### src/rtl/pim_seq_pkg.sv
// rtl/pim_seq_pkg.sv - shared FSM states, register offsets, STATUS bit positions and helpers for pim_seq_ctrl
package pim_seq_pkg;

    typedef enum logic [2:0] {
        S_IDLE,
        S_EXEC,
        S_WAIT,
        S_DRAIN,
        S_DONE
    } pim_state_e;

    localparam logic [4:0] OFF_CMD    = 5'h00;
    localparam logic [4:0] OFF_ADDR   = 5'h04;
    localparam logic [4:0] OFF_DATA   = 5'h08;
    localparam logic [4:0] OFF_ZP     = 5'h0C;
    localparam logic [4:0] OFF_STATUS = 5'h10;
    localparam logic [4:0] OFF_RESULT = 5'h14;

    localparam int ST_BUSY    = 0;
    localparam int ST_DONE    = 1;
    localparam int ST_ERR     = 2;
    localparam int ST_OVF     = 3;
    localparam int ST_UNF     = 4;
    localparam int ST_CNT_LSB = 8;

    localparam logic [2:0] MODE_READ = 3'd3;
    localparam logic [2:0] MODE_MAC  = 3'd4;

    function automatic int popcount8(input logic [7:0] v);
        int n;
        n = 0;
        for (int i = 0; i < 8; i++) n += int'(v[i]);
        return n;
    endfunction

    // Signed a - b clamped to the int32 range; overflow shows as bit 32 disagreeing with bit 31.
    function automatic logic [31:0] sat_sub32(input logic [31:0] a, input logic [31:0] b);
        logic [32:0] d;
        d = {a[31], a} - {b[31], b};
        if (d[32] != d[31]) return d[32] ? 32'h8000_0000 : 32'h7fff_ffff;
        return d[31:0];
    endfunction

endpackage

### src/rtl/pim_seq_ctrl_if.sv
// rtl/pim_seq_ctrl_if.sv - CPU register bus between the host and pim_seq_ctrl
interface pim_seq_ctrl_if;
    logic [31:0] address_i;
    logic [31:0] data_i;
    logic        wr_en_i;
    logic        rd_en_i;
    logic [31:0] data_o;

    modport master (output address_i, data_i, wr_en_i, rd_en_i, input data_o);
    modport slave  (input address_i, data_i, wr_en_i, rd_en_i, output data_o);
endinterface

### src/rtl/pim_result_fifo.sv
// rtl/pim_result_fifo.sv - show-ahead result FIFO, power-of-two depth, simultaneous push/pop
module pim_result_fifo #(
    parameter int DEPTH = 8,
    parameter int WIDTH = 32
) (
    input  logic                     clk_i,
    input  logic                     rst_i,
    input  logic                     push,
    input  logic [WIDTH-1:0]         push_data,
    input  logic                     pop,
    output logic [WIDTH-1:0]         head,
    output logic [$clog2(DEPTH):0]   count,
    output logic                     empty
);
    localparam int AW = $clog2(DEPTH);
    localparam logic [AW:0] FULL_CNT = (AW+1)'(DEPTH);

    logic [WIDTH-1:0] mem [DEPTH];
    logic [AW-1:0]    wr_ptr, rd_ptr;
    logic             do_push, do_pop;

    assign empty   = (count == '0);
    assign do_push = push && (count != FULL_CNT);
    assign do_pop  = pop && !empty;
    assign head    = mem[rd_ptr];

    always_ff @(posedge clk_i) begin
        if (do_push) mem[wr_ptr] <= push_data;
    end

    always_ff @(posedge clk_i) begin
        if (rst_i) begin
            wr_ptr <= '0;
            rd_ptr <= '0;
            count  <= '0;
        end else begin
            if (do_push) wr_ptr <= wr_ptr + AW'(1);
            if (do_pop)  rd_ptr <= rd_ptr + AW'(1);
            case ({do_push, do_pop})
                2'b10:   count <= count + (AW+1)'(1);
                2'b01:   count <= count - (AW+1)'(1);
                default: count <= count;
            endcase
        end
    end
endmodule

### src/rtl/pim_seq_ctrl.sv
// rtl/pim_seq_ctrl.sv - PIM macro sequencer: register window, enable sequencing, result capture into FIFO
// Optional build macro PIM_ZP_SUB_EN: results are stored as saturated (result - ZP).
module pim_seq_ctrl
    import pim_seq_pkg::*;
#(
    parameter int          NUM_CH      = 2,
    parameter int          IN_BEATS    = 16,
    parameter int          EXEC_CYCLES = 8,
    parameter int          OUT_DEPTH   = 8,
    parameter logic [31:0] BASE_ADDR   = 32'h4000_0000
) (
    input  logic                        clk_i,
    input  logic                        rst_i,
    pim_seq_ctrl_if.slave               cpu,
    output logic [NUM_CH-1:0]           pim_en_o,
    output logic [2:0]                  pim_mode_o,
    output logic [3:0]                  exec_cnt_o,
    output logic [6:0]                  row_addr7_o,
    output logic [8:0]                  col_addr9_o,
    output logic [31:0]                 in_word_o,
    output logic [$clog2(IN_BEATS)-1:0] in_word_idx_o,
    output logic                        in_buf_write_o,
    input  logic [32*NUM_CH-1:0]        result_i,
    input  logic                        result_valid_i,
    output logic                        busy_o
);
    localparam int IDX_W = $clog2(IN_BEATS);
    localparam int CNT_W = $clog2(OUT_DEPTH) + 1;
    localparam int CH_W  = (NUM_CH > 1) ? $clog2(NUM_CH) : 1;
    localparam logic [IDX_W:0] BEATS_MAX = (IDX_W+1)'(IN_BEATS);

    pim_state_e        state, state_nxt;
    logic [2:0]        mode;
    logic [NUM_CH-1:0] ch_mask, pend, pend_nxt, new_mask;
    logic [3:0]        cnt;
    logic [IDX_W:0]    wcount;
    logic [31:0]       res_q [NUM_CH];
    logic [CH_W-1:0]   drain_idx;
    logic              done_st, err_st, ovf_st, unf_st;
    logic [31:0]       off, rd_data, status_word, push_data, zp_rd;
    logic              in_win, wr_cmd, wr_addr, wr_data, rd_status, rd_result;
    logic              start_req, start_ok, push, pop, fifo_empty;
    logic [31:0]       fifo_head;
    logic [CNT_W-1:0]  fifo_count;

    assign off       = cpu.address_i - BASE_ADDR;
    assign in_win    = (off[31:5] == '0) && (off[1:0] == 2'b00);
    assign wr_cmd    = cpu.wr_en_i && in_win && (off[4:0] == OFF_CMD);
    assign wr_addr   = cpu.wr_en_i && in_win && (off[4:0] == OFF_ADDR);
    assign wr_data   = cpu.wr_en_i && in_win && (off[4:0] == OFF_DATA);
    assign rd_status = cpu.rd_en_i && in_win && (off[4:0] == OFF_STATUS);
    assign rd_result = cpu.rd_en_i && in_win && (off[4:0] == OFF_RESULT);
    assign pop       = rd_result && !fifo_empty;

    // A start must fit all selected channels into the FIFO before any enable is raised.
    assign new_mask  = cpu.data_i[8 +: NUM_CH];
    assign start_req = wr_cmd && cpu.data_i[31];
    assign start_ok  = start_req && (state == S_IDLE) && (new_mask != '0) &&
                       (popcount8(8'(new_mask)) <= OUT_DEPTH - int'(fifo_count));

    assign busy_o     = (state != S_IDLE);
    assign pim_en_o   = (state == S_EXEC) ? ch_mask : '0;
    assign exec_cnt_o = (state == S_EXEC) ? cnt : 4'd0;
    assign pim_mode_o = mode;

`ifdef PIM_ZP_SUB_EN
    logic [31:0] zp;
    always_ff @(posedge clk_i) begin
        if (rst_i)                                              zp <= '0;
        else if (cpu.wr_en_i && in_win && off[4:0] == OFF_ZP)   zp <= cpu.data_i;
    end
    assign zp_rd     = zp;
    assign push_data = sat_sub32(res_q[drain_idx], zp);
`else
    assign zp_rd     = '0;
    assign push_data = res_q[drain_idx];
`endif

    always_comb begin
        state_nxt = state;
        pend_nxt  = pend;
        push      = 1'b0;
        drain_idx = '0;
        for (int i = NUM_CH - 1; i >= 0; i--) begin
            if (pend[i]) drain_idx = CH_W'(i);
        end
        case (state)
            S_IDLE:  if (start_ok) state_nxt = S_EXEC;
            S_EXEC:  if (cnt == 4'(EXEC_CYCLES - 1))
                         state_nxt = (mode == MODE_READ || mode == MODE_MAC) ? S_WAIT : S_DONE;
            S_WAIT:  if (result_valid_i) begin
                         state_nxt = S_DRAIN;
                         pend_nxt  = ch_mask;
                     end
            S_DRAIN: begin
                         // Lowest pending channel goes out this cycle, then its bit is cleared.
                         push     = 1'b1;
                         pend_nxt = pend & (pend - NUM_CH'(1));
                         if (pend_nxt == '0) state_nxt = S_DONE;
                     end
            S_DONE:  state_nxt = S_IDLE;
            default: state_nxt = S_IDLE;
        endcase
    end

    always_comb begin
        status_word                   = '0;
        status_word[ST_BUSY]          = busy_o;
        status_word[ST_DONE]          = done_st;
        status_word[ST_ERR]           = err_st;
        status_word[ST_OVF]           = ovf_st;
        status_word[ST_UNF]           = unf_st;
        status_word[ST_CNT_LSB +: 8]  = 8'(fifo_count);
        rd_data = '0;
        if (in_win) begin
            case (off[4:0])
                OFF_CMD:    begin
                                rd_data[2:0]        = mode;
                                rd_data[8 +: NUM_CH] = ch_mask;
                            end
                OFF_ADDR:   begin
                                rd_data[6:0]   = row_addr7_o;
                                rd_data[24:16] = col_addr9_o;
                            end
                OFF_ZP:     rd_data = zp_rd;
                OFF_STATUS: rd_data = status_word;
                OFF_RESULT: if (!fifo_empty) rd_data = fifo_head;
                default:    rd_data = '0;
            endcase
        end
    end

    always_ff @(posedge clk_i) begin
        if (rst_i) begin
            state          <= S_IDLE;
            pend           <= '0;
            cnt            <= '0;
            mode           <= '0;
            ch_mask        <= '0;
            row_addr7_o    <= '0;
            col_addr9_o    <= '0;
            in_word_o      <= '0;
            in_word_idx_o  <= '0;
            in_buf_write_o <= 1'b0;
            wcount         <= '0;
            done_st        <= 1'b0;
            err_st         <= 1'b0;
            ovf_st         <= 1'b0;
            unf_st         <= 1'b0;
            cpu.data_o     <= '0;
            for (int c = 0; c < NUM_CH; c++) res_q[c] <= '0;
        end else begin
            state          <= state_nxt;
            pend           <= pend_nxt;
            cnt            <= (state == S_EXEC) ? cnt + 4'd1 : 4'd0;
            in_buf_write_o <= 1'b0;
            // Clear-on-read first so an event in the same cycle still sets its sticky bit.
            if (rd_status) begin
                done_st <= 1'b0;
                err_st  <= 1'b0;
                ovf_st  <= 1'b0;
                unf_st  <= 1'b0;
            end
            if (wr_cmd && state == S_IDLE) begin
                mode    <= cpu.data_i[2:0];
                ch_mask <= new_mask;
            end
            if (start_req && !start_ok) err_st <= 1'b1;
            if (wr_addr && state == S_IDLE) begin
                row_addr7_o <= cpu.data_i[6:0];
                col_addr9_o <= cpu.data_i[24:16];
            end
            if (wr_data && state == S_IDLE) begin
                if (wcount != BEATS_MAX) begin
                    in_word_o      <= cpu.data_i;
                    in_word_idx_o  <= wcount[IDX_W-1:0];
                    in_buf_write_o <= 1'b1;
                    wcount         <= wcount + (IDX_W+1)'(1);
                end else begin
                    ovf_st <= 1'b1;
                end
            end
            if (rd_result && fifo_empty) unf_st <= 1'b1;
            if (state == S_WAIT && result_valid_i) begin
                for (int c = 0; c < NUM_CH; c++) res_q[c] <= result_i[32*c +: 32];
            end
            if (state == S_DONE) begin
                wcount  <= '0;
                done_st <= 1'b1;
            end
            if (cpu.rd_en_i) cpu.data_o <= rd_data;
        end
    end

    pim_result_fifo #(
        .DEPTH (OUT_DEPTH),
        .WIDTH (32)
    ) u_fifo (
        .clk_i     (clk_i),
        .rst_i     (rst_i),
        .push      (push),
        .push_data (push_data),
        .pop       (pop),
        .head      (fifo_head),
        .count     (fifo_count),
        .empty     (fifo_empty)
    );
endmodule
### src/flat_wrapper.sv
// flat-port wrapper written by rule: the top's interface ports become plain ports
module pim_seq_ctrl_flat import pim_seq_pkg::*;
#(
    parameter int          NUM_CH      = 2,
    parameter int          IN_BEATS    = 16,
    parameter int          EXEC_CYCLES = 8,
    parameter int          OUT_DEPTH   = 8,
    parameter logic [31:0] BASE_ADDR   = 32'h4000_0000
)
  (clk_i, rst_i, pim_en_o, pim_mode_o, exec_cnt_o, row_addr7_o, col_addr9_o, in_word_o, in_word_idx_o, in_buf_write_o, result_i, result_valid_i, busy_o, cpu_address_i, cpu_data_i, cpu_wr_en_i, cpu_rd_en_i, cpu_data_o);
  pim_seq_ctrl_if cpu_i ();
  input  logic clk_i;
  input  logic rst_i;
  output logic [NUM_CH-1:0] pim_en_o;
  output logic [2:0] pim_mode_o;
  output logic [3:0] exec_cnt_o;
  output logic [6:0] row_addr7_o;
  output logic [8:0] col_addr9_o;
  output logic [31:0] in_word_o;
  output logic [$clog2(IN_BEATS)-1:0] in_word_idx_o;
  output logic in_buf_write_o;
  input  logic [32*NUM_CH-1:0] result_i;
  input  logic result_valid_i;
  output logic busy_o;
  input wire logic [$bits(cpu_i.address_i)-1:0] cpu_address_i;
  input wire logic [$bits(cpu_i.data_i)-1:0] cpu_data_i;
  input wire logic [$bits(cpu_i.wr_en_i)-1:0] cpu_wr_en_i;
  input wire logic [$bits(cpu_i.rd_en_i)-1:0] cpu_rd_en_i;
  output wire logic [$bits(cpu_i.data_o)-1:0] cpu_data_o;
  assign cpu_i.address_i = cpu_address_i;
  assign cpu_i.data_i = cpu_data_i;
  assign cpu_i.wr_en_i = cpu_wr_en_i;
  assign cpu_i.rd_en_i = cpu_rd_en_i;
  assign cpu_data_o = cpu_i.data_o;
  pim_seq_ctrl #(.NUM_CH(NUM_CH), .IN_BEATS(IN_BEATS), .EXEC_CYCLES(EXEC_CYCLES), .OUT_DEPTH(OUT_DEPTH), .BASE_ADDR(BASE_ADDR)) u_core (.clk_i(clk_i), .rst_i(rst_i), .cpu(cpu_i), .pim_en_o(pim_en_o), .pim_mode_o(pim_mode_o), .exec_cnt_o(exec_cnt_o), .row_addr7_o(row_addr7_o), .col_addr9_o(col_addr9_o), .in_word_o(in_word_o), .in_word_idx_o(in_word_idx_o), .in_buf_write_o(in_buf_write_o), .result_i(result_i), .result_valid_i(result_valid_i), .busy_o(busy_o));
endmodule
### config.mk
export PLATFORM = sky130hd
export DESIGN_NAME = pim_seq_ctrl_flat
export DESIGN_NICKNAME = d
export VERILOG_FILES = /design/src/rtl/pim_seq_pkg.sv /design/src/rtl/pim_seq_ctrl_if.sv /design/src/rtl/pim_result_fifo.sv /design/src/rtl/pim_seq_ctrl.sv /design/src/flat_wrapper.sv
export SDC_FILE = /design/constraint.sdc
export NUM_CORES = 1
export LEC_CHECK = 0
export CAP_MARGIN = 20
export CORE_ASPECT_RATIO = 1.5
export CORE_MARGIN = 2
export CORE_UTILIZATION = 44
export CTS_CLUSTER_SIZE = 40
export DETAILED_ROUTE_END_ITERATION = 12
export PLACE_DENSITY = 0.72
export SETUP_SLACK_MARGIN = 0.2
export SLEW_MARGIN = 0
export SYNTH_ARGS = -nofsm -noshare
export SYNTH_HDL_FRONTEND = slang
export SYNTH_SLANG_ARGS = --single-unit
### constraint.sdc
create_clock -name clk_i -period 4.3 [get_ports clk_i]
set_input_delay 0.86 -clock clk_i [delete_from_list [all_inputs] [get_ports clk_i]]
set_output_delay 0.86 -clock clk_i [all_outputs]
set_load 0.03 [all_outputs]
==> results.json <==
{
  "status": "completed",
  "min_period_over_period_pct": 78.2,
  "setup_viol": 0,
  "fin_total_pwr_mw": 8.41,
  "via_count": 10200,
  "wl_per_cell_um": 20.6,
  "period_minus_slack_ns": 3.36,
  "r2r_end": "u_core.u_fifo.count[3]",
  "dr_wl_met3_mm": 2.34,
  "core-area_mm2": 0.0393,
  "root_buffer": "clkbuf_16",
  "numCtsBuffers": 40,
  "synth.yosys.seq_area_share_pct": 68.7,
  "ioPinCount": 228,
  "crit_family": "simple AND/OR/NAND/NOR gates",
  "diodes": 0,
  "hold_viol_final": 0,
  "critPathKind": "in2reg",
  "cts.hold.buffers_added": 0,
  "async_flop_share_pct": 0,
  "r2r_start": "u_core.u_fifo.count[0]",
  "min_to": "u_core.cpu.data_o[31]",
  "max_slew.worst_pin.slew_ns": 0.987,
  "grt-ovfl-total": 0,
  "dp_slack_ns": 0.378,
  "power.density_mw_per_mm2": 387,
  "die-area_mm2": 0.0414,
  "synth_ff_type": "edfxtp_1",
  "grt_use_total_pct": 18.5,
  "syn_area_mm2": 0.0175,
  "dr.pass1.iters": 5,
  "std_cell_rows": 89,
  "crit_buf_inv": 2,
  "drt-met1-wl_mm": 15.4,
  "die_y_um": 248,
  "startpoint_type": "input pin",
  "cts_sinks": 441,
  "via_per_inst": 5.43,
  "area_growth_pct": 24.1,
  "avgSynthCellArea_um2": 15.8,
  "fin_util_pct": 55.3,
  "drtIter0Drc": 753,
  "wl_met2_mm": 19.4,
  "reg2reg_depth": 12,
  "regArea_mm2": 0.0120,
  "setup_ws_ns": 0.937,
  "synth_edf_count": 320,
  "endpoint_kind": "flip-flop",
  "path_common_cell": "a21oi_1",
  "grt_pass1_wl_mm": 59.1,
  "top_layer": "met4",
  "syn_nets": 1256,
  "cts_setup_buffers": 0,
  "drc": 0,
  "drt_wl_total_mm": 38.5,
  "clock_path_buffers": 3,
  "maxSlewViolCount": 0,
  "path_max_fanout": 8,
  "io_buffer_count": 227,
  "post_cts_resized": 0,
  "clk_pin_slew_ns": 0.07,
  "syn_inst": 1110,
  "rsz0062_at_grt": "false",
  "grt_max_degree": 65,
  "antenna_found_initial": 0,
  "maxCapViolations": 0,
  "clock_latency_ns": 0.55,
  "drive_gt1_share_pct": 15.5,
  "fin_skew_ns": 0.0172,
  "ant_nets": 0,
  "hold_start": "u_core.cpu.data_o[31]",
  "fp.dieW_um": 167,
  "cts_tree": "done",
  "vdd_drop_max_mv": 0.353,
  "gp_congestion": 0.861,
  "multiInputGateArea_mm2": 0.00518,
  "slowest_delay_ns": 0.61,
  "grt_pass1_vias": 10300,
  "cp.arrival_ns": 3.78,
  "crit_path_top_delay_cell": "or4b_2",
  "yosys_register_bits": 441,
  "n_fill_cell": 3059,
  "hold_path_depth": 2,
  "hp-class": "reg2reg",
  "cp.required_ns": 4.71,
  "start_util_pct": 44.5,
  "dp_hpwl_mm": 25.3,
  "reg2reg_slack_ns": 1.22,
  "nets": 1487,
  "ys_warn_count": 0,
  "htree_levels": 2,
  "slew_headroom_pct": 34.2,
  "path_cells": "clkdlybuf4s50_1 > or3_1 > nor3_1 > nand4_1 > inv_2 > ha_1 > or4b_2 > a21oi_1 > a21oi_1 > xor2_1 > nor2_1",
  "total_leakage_power_nw": 7.04,
  "finalSetupTns_ns": 0,
  "fmax_mhz": 297,
  "synth_cell_types": 58
}
area by class of cell:
class	instances	area share, %
clock buffers	48	4.88
clock inverters	25	1.31
inverters	19	0.328
multi-input cells	590	23.9
flip-flops and latches	441	55.4
well taps	500	2.88
repair buffers	249	11.3
synth_stat cells (6+ instances only):
| cell | count | area (um^2) |
|---|---|---|
| a32oi_1 | 6 | 52.6 |
| buf_2 | 18 | 90.1 |
| a21oi_1 | 19 | 95.1 |
| nor2_1 | 87 | 327 |
| nor3_1 | 11 | 55.1 |
| nor4_1 | 7 | 43.8 |
| mux2_2 | 43 | 484 |
| clkbuf_1 | 32 | 120 |
| and2_1 | 71 | 444 |
| nand2_1 | 49 | 184 |
| inv_1 | 17 | 63.8 |
| mux2i_1 | 82 | 821 |
| a222oi_1 | 10 | 100 |
| nand4_1 | 7 | 43.8 |
| o21ai_0 | 8 | 40.0 |
| mux4_2 | 64 | 1440 |
| ha_1 | 13 | 163 |
| o21ai_1 | 16 | 80.1 |
| nand3_1 | 9 | 45.0 |
| a211oi_1 | 7 | 52.6 |
| nand2b_1 | 12 | 75.1 |
| edfxtp_1 | 320 | 9610 |
| xor2_1 | 6 | 52.6 |
| dfxtp_1 | 121 | 2420 |
cells in the final DEF (no fill, tap or decap), drive strengths merged, types with 6 or more instances in the layout:
cell	synthesis	layout
nor2	87	87
a222oi	10	10
nand2b	12	12
clkinv	1	14
xor2	6	6
or3	6	6
edfxtp	320	320
and2	71	71
nor4	7	7
inv	18	21
a21oi	19	19
buf	28	23
mux4	64	64
nor3	11	11
nand2	49	49
clkbuf	32	48
mux2i	82	82
a32oi	6	6
nand4	7	7
o21ai	24	24
ha	13	13
dfxtp	121	121
nand3	9	9
mux2	43	43
clkdlybuf4s50	0	226
a211oi	7	7
kinds of logic (layout without fill, tap and decap cells):
family | Yosys count | in the layout | share of synthesized area (%)
DFF | 441 | 441 | 68.7
and+or+nand+nor | 285 | 285 | 8.44
muxes | 189 | 189 | 15.7
AOI/OAI and AO/OA | 93 | 93 | 3.70
buffers and inverters | 79 | 341 | 1.99
adders and majority gates | 13 | 13 | 0.929
xor gates and xnor gates | 10 | 10 | 0.500
tightest hold or removal path, delay by kind of cell, from the launching register on:
family          cells  cell delay [ns]
flops               1             0.31
compound gates      1             0.05
simple gates        1             0.05
stage by stage:
stage	instances	hold WS, ns	cell area, um^2
3_5_place_dp	1799	0.449	20400
2_1_floorplan	1110	0.432	17500
4_1_cts	1872	0.459	21700
6_report	1872	0.455	21700
5_1_grt	1872	0.481	21700
3_3_place_gp	1799	0.441	20400
worst max-delay path by stage:
stage,depth (start not counted),start,endpoint,slack [ns]
after global placement,11,cpu_address_i[3],u_core.u_fifo.count[3],0.41
after detailed placement,11,cpu_address_i[3],u_core.u_fifo.count[3],0.38
final,11,cpu_address_i[3],u_core.u_fifo.count[3],0.94
after CTS,11,cpu_address_i[3],u_core.u_fifo.count[3],0.96
after floorplan,6,u_core.u_fifo.count[0],u_core.u_fifo.mem[0][0],0.33
after global routing,11,cpu_address_i[3],u_core.u_fifo.count[3],0.67
registers in the layout (all words and copies together) (netlist names), 2 cells and up, named ones only:
| name | flops |
|---|---|
| u_core.u_fifo.mem | 256 |
| u_core.pim_mode_o | 3 |
| u_core.u_fifo.wr_ptr | 3 |
| u_core.row_addr7_o | 7 |
| u_core.in_word_idx_o | 4 |
| u_core.in_word_o | 32 |
| u_core.res_q | 64 |
| u_core.col_addr9_o | 9 |
| u_core.u_fifo.count | 4 |
| u_core.u_fifo.rd_ptr | 3 |
| u_core.cnt | 4 |
| u_core.wcount | 5 |
| u_core.state | 3 |
| u_core.cpu.data_o | 32 |
| u_core.pend | 2 |
| u_core.ch_mask | 2 |
report_power, final:
group | switching, mW | internal (mW)
combinational | 0.0984 | 0.126
clock | 1.55 | 2.08
sequential | 0.00455 | 4.56
total | 1.65 | 6.76
routing by layer:
layer  up-vias  track usage [%]
met5         -                0
met1      5003             22.3
met4         0             7.23
li1       4685                -
met3        80             2.91
met2       397             33.2
Power figures use the tool's default switching activity.
==> RTL edit, RTL diff (config.mk and constraints unchanged) <==
Re-encode `pim_state_e` (5 states) as one-hot, 5 bits wide.
--- a/src/rtl/pim_seq_pkg.sv
+++ b/src/rtl/pim_seq_pkg.sv
@@ -3,8 +3,8 @@
 
-    typedef enum logic [2:0] {
-        S_IDLE,
-        S_EXEC,
-        S_WAIT,
-        S_DRAIN,
-        S_DONE
+    typedef enum logic [4:0] {
+        S_IDLE  = 5'b00001,
+        S_EXEC  = 5'b00010,
+        S_WAIT  = 5'b00100,
+        S_DRAIN = 5'b01000,
+        S_DONE  = 5'b10000
     } pim_state_e;
Function: no difference found for any inputs over 4 cycles, from zero or initial values and one cycle with rst_i high; so few cycles prove little.
==> RTL edit against the original RTL <==
- synthesized cell count grew 4.1%
- sequential cell count grew 2
- wire length shrank 2.1%
- non-clock buffer count grew 4
- combinational power grew 2%
- synthesized area grew 0.89%
- design area grew 0.60%
- core utilization grew 0.17 points
- via count grew 1.2%
- worst setup slack gained 0.030 ns
- count of clock-buffer cells in the layout grew 3
- total power shrank 1.7%
- largest cell class unchanged
- highest routed layer unchanged
==> RTL edit: results (changes against the original RTL) <==
Run status
  • Status: finished clean

Setup path
  • FF-to-FF Start: u_core.state[0]
  • Crit. Startpoint: cpu_address_i[10]
  • Cell family with most CP delay: simple AND/OR/NAND/NOR gates
  • Setup crit end: u_core.u_fifo.count[2]
  • R2r setup slk: 1.32 ns (+0.10 ns)
  • Slowest CP cell: nor4_2
  • CP max FO: 6 (-2)
  • R2R Path End: u_core.u_fifo.mem[0][18]
  • Worst EP arrival: 3.81 ns (+0.03 ns)
  • Slowest stage delay, CP: 0.48 ns (-0.13 ns)
  • Cells on worst reg2reg path: 6 (-6)

Finish
  • Layout clock buffer count: 51 (+6.3%)
  • Signal inverters: 18 (-1)
  • Seq area share: 55.26% (-0.16 points)
  • Comb_multi_in: 634 (+7.5%)
  • Layout fillers: 3164 (+3.4%)
  • Multi-input gate share of total cell area: 24.34% (+0.47 points)
  • Layout cell share with drive strength beyond 1: 15.48% (+0.030 points)
  • ClkCell Share: 5.845% (-0.35 points)
  • NonClk Buf Share: 11.38% (+0.070 points)
  • Non-Clock Buffer Count: 253 (+1.6%)
  • Nets: 1536 (+3.3%)

Clock tree
  • CTS max path bufs: 3 (unchanged)
  • Clock transition at path regs: 0.07 ns (about the same)
  • Setup Fix Bufs, Post-CTS: 0 (unchanged)

Yosys
  • Top FF cell, synth: edfxtp_1
  • Synth unique cells: 60 (+3.4%)
  • Synth Net Count: 1301 (+3.6%)
  • Sequential-to-total area share from yosys stat: 68.37% (-0.38 points)
  • Cell Area, Synth: 17660 sq um (+0.89%)
  • Top cells by area, synth: edfxtp_1, dfxtp_1, mux4_2, mux2i_1, and2_1
  • Most common library cells after synthesis: edfxtp_1, dfxtp_1, nand2_1, and2_1, mux4_2
  • Number of synthesized register bits: 443 (+0.45%)

STA
  • Worst Tran Pin Value: 0.9449 ns (-0.04197 ns)
  • Clock Skew: 0.01834 ns (+0.001123 ns)
  • WHS: 0.4499 ns (-0.005091 ns)
  • Fin crit share: 77.52% (-0.69 points)

Routing
  • Total Routed Length: 37.73 mm (-2.1%)
  • Number of vias per cell: 5.352 (-1.4%)
  • Iter 0 DRT Violations: 649 (-14%)
  • DRT Pass-1 Iters: 5 (unchanged)

Placed design
  • HPWL after DPL: 24.65 mm (-2.8%)
  • GP Congestion: 0.8170 (-5.1%)

Global route
  • Overall global routing resource usage: 17.76% (-0.69 points)
  • First-pass GRT wire length: 57.69 mm (-2.3%)
  • Vias in the first global route: 10360 (+0.31%)
  • Largest net degree at the start of global routing: 71 (+9.2%)

Hold path
  • Hold_sp: u_core.in_word_o[22]
  • Worst Hold Path Cells: 2 (unchanged)
  • Hold endpoint: u_core.in_word_o[22]
  • Hold Crit Class: reg2reg

Power and ir drop
  • Maximum vdd drop: 0.0002236 V (-37%)
  • Leakage: 7.081 nW (+0.63%)
  • Net load switching power: 1.601 mW (-3.0%)
RTL edit: changes by cell type in the layout (fill, tap and decap cells not counted), sizes merged, moves of 10 or more:
cell,unedited run,this run
a22oi,0,10
mux2i,82,58
o21ai,24,34
a21oi,19,56
nand2,49,104
nor2,87,57
RTL edit: logic make-up (layout without fill, tap and decap cells):
group | Yosys count | in the layout | share of synthesized area [%]
AOI/OAI and AO/OA | 133 | 133 | 4.556
adders and majority gates | 13 | 13 | 0.9212
muxes | 158 | 158 | 13.75
xor gates and xnor gates | 7 | 7 | 0.3472
DFF | 443 | 443 | 68.37
and+or+nand+nor | 323 | 323 | 10.09
buffers and inverters | 78 | 344 | 1.970
RTL edit: stage by stage:
stage	instances	setup WS, ns	instance area [sq um]	total power [mW]
after floorplan	1155	0.4553	17660	4.736
after global placement	1847	0.5191	20560	4.893
after detailed placement	1847	0.4523	20560	4.898
after CTS	1920	1.004	21830	8.369
after global routing	1921	0.7636	21850	8.535
final	1921	0.9668	21850	8.271
RTL edit: layer usage:
metal | part of all wire [%] | vias up | GRT usage [%] | routed length, um
met1 | 40 | 5067 | 21.32 | 15080
met2 | 52 | 321 | 32.00 | 19500
met5 | 0 | - | 0 | 0
met4 | 2.8 | 0 | 6.211 | 1071
met3 | 5.5 | 63 | 3.209 | 2081
li1 | - | 4831 | - | -
RTL edit: power groups by stage:
stage          clock network (mW)  registers [mW]  logic (mW)
6_report                     3.47            4.58       0.229
5_1_grt                      3.72            4.57       0.246
4_1_cts                      3.56            4.57       0.231
3_5_place_dp                    0            4.67       0.230
3_3_place_gp                    0            4.67       0.226
2_1_floorplan                   0            4.67      0.0665
